$ cat config.mk
export PLATFORM = sky130hd
export DESIGN_NAME = controle_votacao
export DESIGN_NICKNAME = d
export VERILOG_FILES = /design/src/rtl/controle_votacao.sv
export SDC_FILE = /design/constraint.sdc
export NUM_CORES = 1
export LEC_CHECK = 0
export CORE_ASPECT_RATIO = 1.25
export CORE_MARGIN = 8
export CORE_UTILIZATION = 35
export DETAILED_ROUTE_END_ITERATION = 8
export PLACE_DENSITY_LB_ADDON = 0.08
export SLEW_MARGIN = 30
export SYNTH_ARGS = -nofsm -noshare
export SYNTH_HDL_FRONTEND = slang
export SYNTH_SLANG_ARGS = --single-unit
$ cat constraint.sdc
create_clock -name clock -period 2.9 [get_ports clock]
set_input_delay 0.435 -clock clock [delete_from_list [all_inputs] [get_ports clock]]
set_output_delay 0.435 -clock clock [all_outputs]
set_load 0.005 [all_outputs]
$ cat src/rtl/controle_votacao.sv
// ============================================================================
// Module   : controle_votacao
// Purpose  : Sequences the day-vote phase. Alive players vote in index order
//            (target on alvo, confirmed with passa); one vote counter per
//            player is kept. After the last voter the counters are scanned
//            one per cycle and the player to eliminate is reported, or
//            "no elimination" on a tie or when no votes were cast.
// Ports    : clock, reset (async, active-high)
//            inicia          - start pulse, honoured only when idle
//            passa           - confirm pulse for the current voter
//            alvo            - target chosen by the current voter
//            vivos           - alive mask, stable from inicia to fim
//            jogador         - current voter / scan index
//            aguardando_voto - high while waiting for a vote
//            eliminado/valido- registered result, held until next phase
//            fim             - one-cycle end-of-phase pulse
//            db_estado       - state code (4'hF if illegal)
// Options  : DESEMPATE_MENOR_INDICE_EN - ties resolved to lowest index
// Revision : 1.0 - initial release
// ============================================================================
`default_nettype none

module controle_votacao #(
  parameter int N_JOGADORES = 8,
  parameter int W_J         = 3
) (
  input  logic                   clock,
  input  logic                   reset,
  input  logic                   inicia,
  input  logic                   passa,
  input  logic [W_J-1:0]         alvo,
  input  logic [N_JOGADORES-1:0] vivos,
  output logic [W_J-1:0]         jogador,
  output logic                   aguardando_voto,
  output logic [W_J-1:0]         eliminado,
  output logic                   valido,
  output logic                   fim,
  output logic [3:0]             db_estado
);

  localparam logic [3:0] c_OCIOSO        = 4'd0;
  localparam logic [3:0] c_ZERA          = 4'd1;
  localparam logic [3:0] c_BUSCA_VOTANTE = 4'd2;
  localparam logic [3:0] c_ESPERA_VOTO   = 4'd3;
  localparam logic [3:0] c_REGISTRA      = 4'd4;
  localparam logic [3:0] c_APURA         = 4'd5;
  localparam logic [3:0] c_RESULTADO     = 4'd6;

  localparam logic [W_J-1:0] c_ULTIMO = W_J'(N_JOGADORES - 1);

  logic [3:0]     r_estado;
  logic [3:0]     w_proximo;
  logic [W_J-1:0] r_jogador;
  logic [W_J-1:0] r_alvo;
  logic [W_J-1:0] r_eliminado;
  logic           r_valido;
  logic [W_J:0]   r_cont [N_JOGADORES];
  logic [W_J:0]   r_max;
  logic [W_J-1:0] r_cand;
  logic           r_empate;

  // Alive mask padded to the full index range: slots >= N_JOGADORES read as
  // dead, which also rejects out-of-range targets without a separate compare.
  logic [2**W_J-1:0] w_vivos_ext;
  logic              w_voto_valido;
  logic              w_ultimo;
  logic [W_J:0]      w_cont_atual;

  always_comb begin
    w_vivos_ext                = '0;
    w_vivos_ext[N_JOGADORES-1:0] = vivos;
  end

  assign w_voto_valido = w_vivos_ext[alvo] && (alvo != r_jogador);
  assign w_ultimo      = (r_jogador == c_ULTIMO);
  assign w_cont_atual  = r_cont[r_jogador];

  // State register
  always_ff @(posedge clock or posedge reset) begin
    if (reset) r_estado <= c_OCIOSO;
    else       r_estado <= w_proximo;
  end

  // Next-state logic
  always_comb begin
    w_proximo = c_OCIOSO;
    case (r_estado)
      c_OCIOSO:        w_proximo = inicia ? c_ZERA : c_OCIOSO;
      c_ZERA:          w_proximo = c_BUSCA_VOTANTE;
      c_BUSCA_VOTANTE: begin
        if (w_vivos_ext[r_jogador]) w_proximo = c_ESPERA_VOTO;
        else if (w_ultimo)          w_proximo = c_APURA;
        else                        w_proximo = c_BUSCA_VOTANTE;
      end
      c_ESPERA_VOTO:   w_proximo = (passa && w_voto_valido) ? c_REGISTRA : c_ESPERA_VOTO;
      c_REGISTRA:      w_proximo = w_ultimo ? c_APURA : c_BUSCA_VOTANTE;
      c_APURA:         w_proximo = w_ultimo ? c_RESULTADO : c_APURA;
      c_RESULTADO:     w_proximo = c_OCIOSO;
      default:         w_proximo = c_OCIOSO;
    endcase
  end

  // Datapath: voter index, counters, scan registers and result
  always_ff @(posedge clock or posedge reset) begin
    if (reset) begin
      r_jogador   <= '0;
      r_alvo      <= '0;
      r_eliminado <= '0;
      r_valido    <= 1'b0;
      r_max       <= '0;
      r_cand      <= '0;
      r_empate    <= 1'b0;
      for (int i = 0; i < N_JOGADORES; i++) r_cont[i] <= '0;
    end else begin
      case (r_estado)
        c_ZERA: begin
          r_jogador   <= '0;
          r_eliminado <= '0;
          r_valido    <= 1'b0;
          r_max       <= '0;
          r_cand      <= '0;
          r_empate    <= 1'b0;
          for (int i = 0; i < N_JOGADORES; i++) r_cont[i] <= '0;
        end
        c_BUSCA_VOTANTE: begin
          if (!w_vivos_ext[r_jogador])
            r_jogador <= w_ultimo ? '0 : r_jogador + 1'b1;
        end
        c_ESPERA_VOTO: begin
          if (passa && w_voto_valido) r_alvo <= alvo;
        end
        c_REGISTRA: begin
          // W_J+1 bits hold up to 2**W_J votes, so no saturation is needed
          r_cont[r_alvo] <= r_cont[r_alvo] + 1'b1;
          r_jogador      <= w_ultimo ? '0 : r_jogador + 1'b1;
        end
        c_APURA: begin
          if (w_cont_atual > r_max) begin
            r_max    <= w_cont_atual;
            r_cand   <= r_jogador;
            r_empate <= 1'b0;
          end else if ((w_cont_atual == r_max) && (r_max != '0)) begin
`ifdef DESEMPATE_MENOR_INDICE_EN
            // Keep the earlier (lower-index) candidate on equal count
            r_empate <= 1'b0;
`else
            r_empate <= 1'b1;
`endif
          end
          r_jogador <= w_ultimo ? '0 : r_jogador + 1'b1;
        end
        c_RESULTADO: begin
          r_eliminado <= r_cand;
          r_valido    <= (r_max != '0) && !r_empate;
        end
        default: ;
      endcase
    end
  end

  // Moore outputs
  always_comb begin
    aguardando_voto = (r_estado == c_ESPERA_VOTO);
    fim             = (r_estado == c_RESULTADO);
    case (r_estado)
      c_OCIOSO, c_ZERA, c_BUSCA_VOTANTE, c_ESPERA_VOTO,
      c_REGISTRA, c_APURA, c_RESULTADO: db_estado = r_estado;
      default:                          db_estado = 4'hF;
    endcase
  end

  assign jogador   = r_jogador;
  assign eliminado = r_eliminado;
  assign valido    = r_valido;

endmodule

`default_nettype wire

* Yosys cells after proc, flatten, opt, wreduce, memory -nomap -nowiden
Index checks and enable logic that the tools add are counted.
** Storage, ports and cells
- Register bits :: 54
- Bits in latches :: 0
- Bits in writable memories :: 0
- Memory bits (read-only) :: 0
- Output and inout port bits :: 13
- Memories :: 0
** Cells by class
- Add/subtract/negate cells :: 2
- Multipliers :: 0
- Div/mod/pow operators :: 0
- Magnitude comparators :: 6
- Equality and inequality tests :: 12
- Shift operators :: 0
- Mux-type cells :: 33
- Bitwise logic cells :: 2
- Reduce and logical (&&, ||, !) cells :: 18
** Operators with widths (count)
- case mux 32 bit (2 select lines) :: 1
- bitwise mux 32 bit :: 1
- two-way mux 4 bit :: 7
- binary-select mux 4 bit (select 3 bit) :: 2
- two-way mux 3 bit :: 6
- case mux 3 bit (6 select lines) :: 1
- demux 4 bit (select 3 bit) :: 1
- == test 4 x 3 -> 1 bit, second input constant :: 3
- case mux 3 bit (2 select lines) :: 2
- case mux 3 bit (3 select lines) :: 1
- == test 4 x 2 -> 1 bit, second input constant :: 2
- >= comparator 4 bit, second input constant :: 2
- less-than comparator 3 x 4 -> 1 bit, second input constant :: 2
- inverter 3 -> 4 bit :: 2
- case mux 4 bit (2 select lines) :: 1
- AND reduction 2 bit :: 4
- OR reduction 7 bit :: 1
- binary-select mux 1 bit (select 3 bit) :: 2
- nonzero test 2 bit :: 3
- logical AND 1 bit :: 5
- two-way mux 1 bit :: 5
- adder 4 x 1 -> 4 bit, second input constant :: 1
- == test 4 x 1 -> 1 bit, second input constant :: 1
- == test 4 bit :: 1
- 14 further kinds :: 16

* Depth between registers and ports, before layout
Gate-level depths: netlist of the first run.
- Depth in word-level cells :: 9
- Gate-level depth with buffers :: 11
- Depth with buffers taken out :: 9

* Least setup slack after synthesis of the first run
OpenSTA, ideal clock, no wires.
- Path type :: register to register
- From :: register r_jogador[0] (netlist: jogador[0])
- To :: register r_max[1]
- Library setup time :: 0.125 ns
- Arrival time :: 2.923 ns
- Data required time :: 2.775 ns
- Setup slack :: -0.148 ns
- Cell stages (with the launch flop) :: 12
- Buffers on the path :: 2
- Clock period less this slack :: 3.048 ns
- Path through :: dfrtp_1 -> buf_2 -> buf_2 -> mux4_2 -> nand2_1 -> nand2_1 -> ha_1 -> nor2b_1 -> o21a_1 -> o21a_1 -> o2111ai_2 -> mux2_2
** Between the ends
- Word-level cells in the longest chain between the ends :: 7
- Elaborated cells on any way between the ends :: 9
- Classes of those cells :: order compare (1); eq/ne (1); mux (5); bitwise (1); reduce/logical (1)
** Ends and longest elaborated chain
- from (decl) :: RTL line 53 : logic [W_J-1:0] r_jogador;
- from (signal assigned) :: RTL line 127 : r_jogador <= w_ultimo ? '0 : r_jogador + 1'b1;
- from (signal assigned) :: RTL line 135 : r_jogador <= w_ultimo ? '0 : r_jogador + 1'b1;
- from (signal assigned) :: RTL line 150 : r_jogador <= w_ultimo ? '0 : r_jogador + 1'b1;
- inverter 3 -> 4 bit (not written as such) * :: RTL line 76 : assign w_cont_atual = r_cont[r_jogador];
- binary-select mux 4 bit (select 3 bit) * :: RTL line 76
- two-way mux 4 bit (not written as such) * (2 in series) :: RTL line 76
- greater-than comparator 4 bit :: RTL line 138 : if (w_cont_atual > r_max) begin
- inequality test 2 bit (no line)
- AND reduction 2 bit (no line)
- to (signal assigned) :: RTL line 139 : r_max <= w_cont_atual;
- to (decl) :: RTL line 58 : logic [W_J:0] r_max;
Every way passes the cells marked *; elsewhere a longest branch is shown, timed or not. The select of a mux whose other input is x is not followed.
A chain may end at the register's enable or synchronous reset.

* Final worst setup path of the first run
- From :: register r_jogador[0] (netlist: jogador[0])
- To :: register r_max[3]
The elaborated chain is that of the path after synthesis.

==> results of run 1 <==
## critical path, delay by kind of cell (launching register included)
kind,cells,cell delay [ns]
muxes,2,0.91
AOI/OAI and AO/OA,3,0.64
DFF,1,0.46
adders and majority gates,1,0.29
and+or+nand+nor,3,0.27
## stage by stage
stage	instances	instance area (µm²)	util, %	setup slack, ns
6_report	449	3820	42.3	0.206
3_5_place_dp	441	3670	40.6	0.189
2_1_floorplan	297	3230	-	0.0145
4_1_cts	449	3820	42.3	0.171
3_3_place_gp	441	3670	40.6	0.244
5_1_grt	449	3820	42.3	0.0444
## logic make-up (layout without fill, tap and decap cells)
group,after synthesis,in the layout,share of synthesized area (%)
compound gates,62,62,14.9
xor+xnor,4,4,1.09
fa+ha+maj,7,7,2.72
buf+inv,34,63,4.94
flops,53,53,41.2
mux,40,40,19.3
simple gates,97,97,15.8
## power by group through the flow
stage                     clock (mW)  combinational (mW)  sequential, mW
after CTS                      0.639                1.31            1.07
after floorplan                    0                1.02           0.932
final                          0.619                1.29            1.07
after global placement             0                1.31            1.08
after global routing           0.665                1.44            1.10
after detailed placement           0                1.31            1.08
## sequential cells by signal (all words and copies together) (netlist names)
register   flops
r_cont        32
r_max          4
eliminado      3
jogador        3
r_alvo         3
r_cand         3
r_estado       3
r_empate       1
valido         1
## worst max path at each step
| stage | cells after the start | end | slack (ns) |
|---|---|---|---|
| detailed placement | 9 | r_max[3]$_DFFE_PP0P_ | 0.19 |
| global placement | 9 | r_max[2]$_DFFE_PP0P_ | 0.24 |
| finish | 9 | r_max[3]$_DFFE_PP0P_ | 0.21 |
| global route | 9 | r_max[3]$_DFFE_PP0P_ | 0.04 |
| CTS | 9 | r_max[3]$_DFFE_PP0P_ | 0.17 |
| floorplan | 11 | r_max[1]$_DFFE_PP0P_ | 0.01 |
## cell usage in the layout, fill, tap and decap left out, types with 2 or more instances in the layout
cell	netlist	routed
o31ai_1	2	2
dfrtp_1	53	53
inv_2	1	2
o31ai_2	8	8
buf_4	1	14
a211oi_1	2	2
a311o_1	2	2
xor2_1	4	4
clkdlybuf4s50_1	0	27
nor2_1	11	11
nand2_1	27	27
ha_1	7	7
mux4_2	15	15
a22o_1	4	4
o21ai_0	27	27
a21oi_1	2	2
inv_1	12	11
nor3_1	4	4
mux2_2	6	6
and3b_1	2	2
nor2b_1	5	5
nand3_1	36	36
o21a_1	5	5
nor3b_1	2	2
clkbuf_16	0	5
nand3b_1	2	2
mux2i_1	16	16
## final cells by class
class                           count  area (µm²)  share of cell area, %
Multi-Input combinational cell    210        1740                   45.6
Sequential cell                    53        1330                   34.7
Timing Repair Buffer               42         395                   10.4
Tap cell                          123         154                   4.03
Clock buffer                        6         139                   3.64
Inverter                           13        48.8                   1.28
Clock inverter                      2        13.8                  0.360
## per-layer routing
layer | vias up | global-route usage [%] | routed length, µm
li1 | 1159 | - | -
met1 | 1200 | 17.4 | 3490
met4 | 0 | 4.48 | 130
met2 | 41 | 24.0 | 4240
met5 | - | 0 | 0
met3 | 8 | 2.20 | 302
==> metrics.csv, run 1 <==
stage,metric,value,unit
clock_network,Clock transition at path regs,0.07,ns
timing,period utilization,92.9,%
setup_path,flop2flop setup slack,0.21,ns
setup_path,maximum fanout along the worst path,5,
detailed_routing,DRT iter0 DRCs,140,
detailed_routing,via count,2408,
clock_network,Inserted Clock Buffers,5,
worst_hold_path,HP Start,eliminado[0]$_DFFE_PP0P_,
global_routing,largest net degree at the start of global routing,30,
global_routing,vias in the first global route,2397,
clock_network,Skew-Pair Late Insertion Delay,0.29,ns
layout,n_diodes,0,
pwr,part of the power in registers,35.8,%
setup_path,crit path cell chain,mux4_2 -> nand2_1 -> nand2_1 -> ha_1 -> nor2b_1 -> o21a_1 -> o21a_1 -> o2111ai_4 -> mux2_2,
setup_path,worst r2r dst,r_max[3]$_DFFE_PP0P_,
placement,# port buffers,27,
global_routing,"Remaining Overflow, GRT",0,
setup_path,critical path capture point type,flip-flop,
pwr,switching part of the total,39.3,%
yosys,post-synthesis sequential area ratio,41.2,%
clock_network,PostCTS Resize Cnt,0,
layout,final net count,347,
layout,layout cells sized above 1,19.9,%
detailed_routing,DRC Markers,0,
die,# rows,39,
layout,fill cell count,888,
pwr,P_leak,1.65,nW
pwr,share of total power in the clock network,20.8,%
layout,area growth from synthesis to layout,18.8,%
clock_network,hold_buf cts,0,
yosys,post-synth net total,319,
yosys,cell with the most instances after synthesis,dfrtp_1,
worst_hold_path,min-delay worst type,flip-flop to flip-flop,
timing,Final Hold Fails,0,
detailed_routing,1st-pass router iterations,4,
setup_path,Worst setup startpoint,jogador[0]$_DFFE_PP0P_,
pwr,Design Power,2.97,mW
timing,RSZ-0062 raised after global routing,false,
detailed_routing,routed wire length,8.16,mm
detailed_routing,Wirelength per Cell,18.2,µm
yosys,Cells after Synth,297,
yosys,Post-synth EDFFs,0,
setup_path,CP Launch Type,flip-flop,
clock_network,number of clock sinks,53,
pwr,Pint,1.81,mW
detailed_routing,post-route ant nets,0,
yosys,Ys Warns,0,
setup_path,critical path's slowest cell,mux4_2,
timing,setup TNS,0,ns
global_routing,first-pass GRT wire length,13.5,mm
yosys,post-synthesis instance area,0.00322,mm²
clock_network,CTS tree,done,
setup_path,critical path class,flip-flop to flip-flop,
timing,relative max-transition margin,52.9,%
setup_path,Worst Path Required,3.08,ns
global_routing,antenna violations before repair,0,
pwr,Peak supply drop,0.306,mV
yosys,"FF+latch count, synth",53,
clock_network,deepest clock path buffer count,2,
timing,final-report setup violation count,0,
die,Die ar.,0.0125,mm²
yosys,cell accounting for the most synthesized area,dfrtp_1,
yosys,top_reg_cell synth,dfrtp_1,
die,I/O pin total,28,
yosys,"Avg Cell Area, Syn",10.8,µm²
yosys,"FFs w/ async S/R, synth",100,%
setup_path,Worst R2R Path Depth,9,
timing,fin crit period,2.69,ns
yosys,Netlist cell types,50,
setup_path,CP arrival,2.87,ns
timing,Worst Clk Skew,0.00556,ns
timing,highest clock rate,371,MHz
yosys,Post-synth top cells,"dfrtp_1, nand3_1, nand2_1, o21ai_0, mux2i_1",
timing,worst slew pin tran,0.702,ns
pwr,pwr/cell area,779,mW/mm²
yosys,"top cells by area, synth","dfrtp_1, mux4_2, nand3_1, mux2i_1, o21ai_0",
worst_hold_path,hold worst-path end,eliminado[0]$_DFFE_PP0P_,
die,core area,0.00903,mm²
timing,Min Hold Slack,0.503,ns
placement,RD Place Congestion,0.754,
timing,"Slew Viols, Final",0,
worst_hold_path,hold depth,1,
setup_path,reg2reg start,jogador[0]$_DFFE_PP0P_,
outcome,status,"complete, no violations",
die,Initial Util,35.6,%
pwr,Sw Pwr,1.17,mW
yosys,top cell type's share of synthesized area,41.2,%
global_routing,gr usage total,14.0,%
clock_network,H-tree Lvls,2,
detailed_routing,Vias/cell,5.36,
pwr,combinational power share,43.4,%
setup_path,critical path's largest stage delay,0.53,ns
clock_network,post-CTS setup buffers,0,
clock_network,CTS root buffer,clkbuf_16,
die,DIE HEIGHT,123,µm
die,die extent in x,102,µm
run,Max Cap Viol,0,
placement,DP HPWL,6.12,mm
Power figures use the tool's default switching activity.
==> run 2, diff against run 1 <==
- CAP_MARGIN: not set -> 15
==> results of run 2 <==
The final DEF is identical to that of run 1; final timing and power are the same.
==> run 3, diff against run 2 <==
- CTS_CLUSTER_DIAMETER: not set -> 120
==> results of run 3 <==
The final DEF is identical to that of run 1; final timing and power are the same.
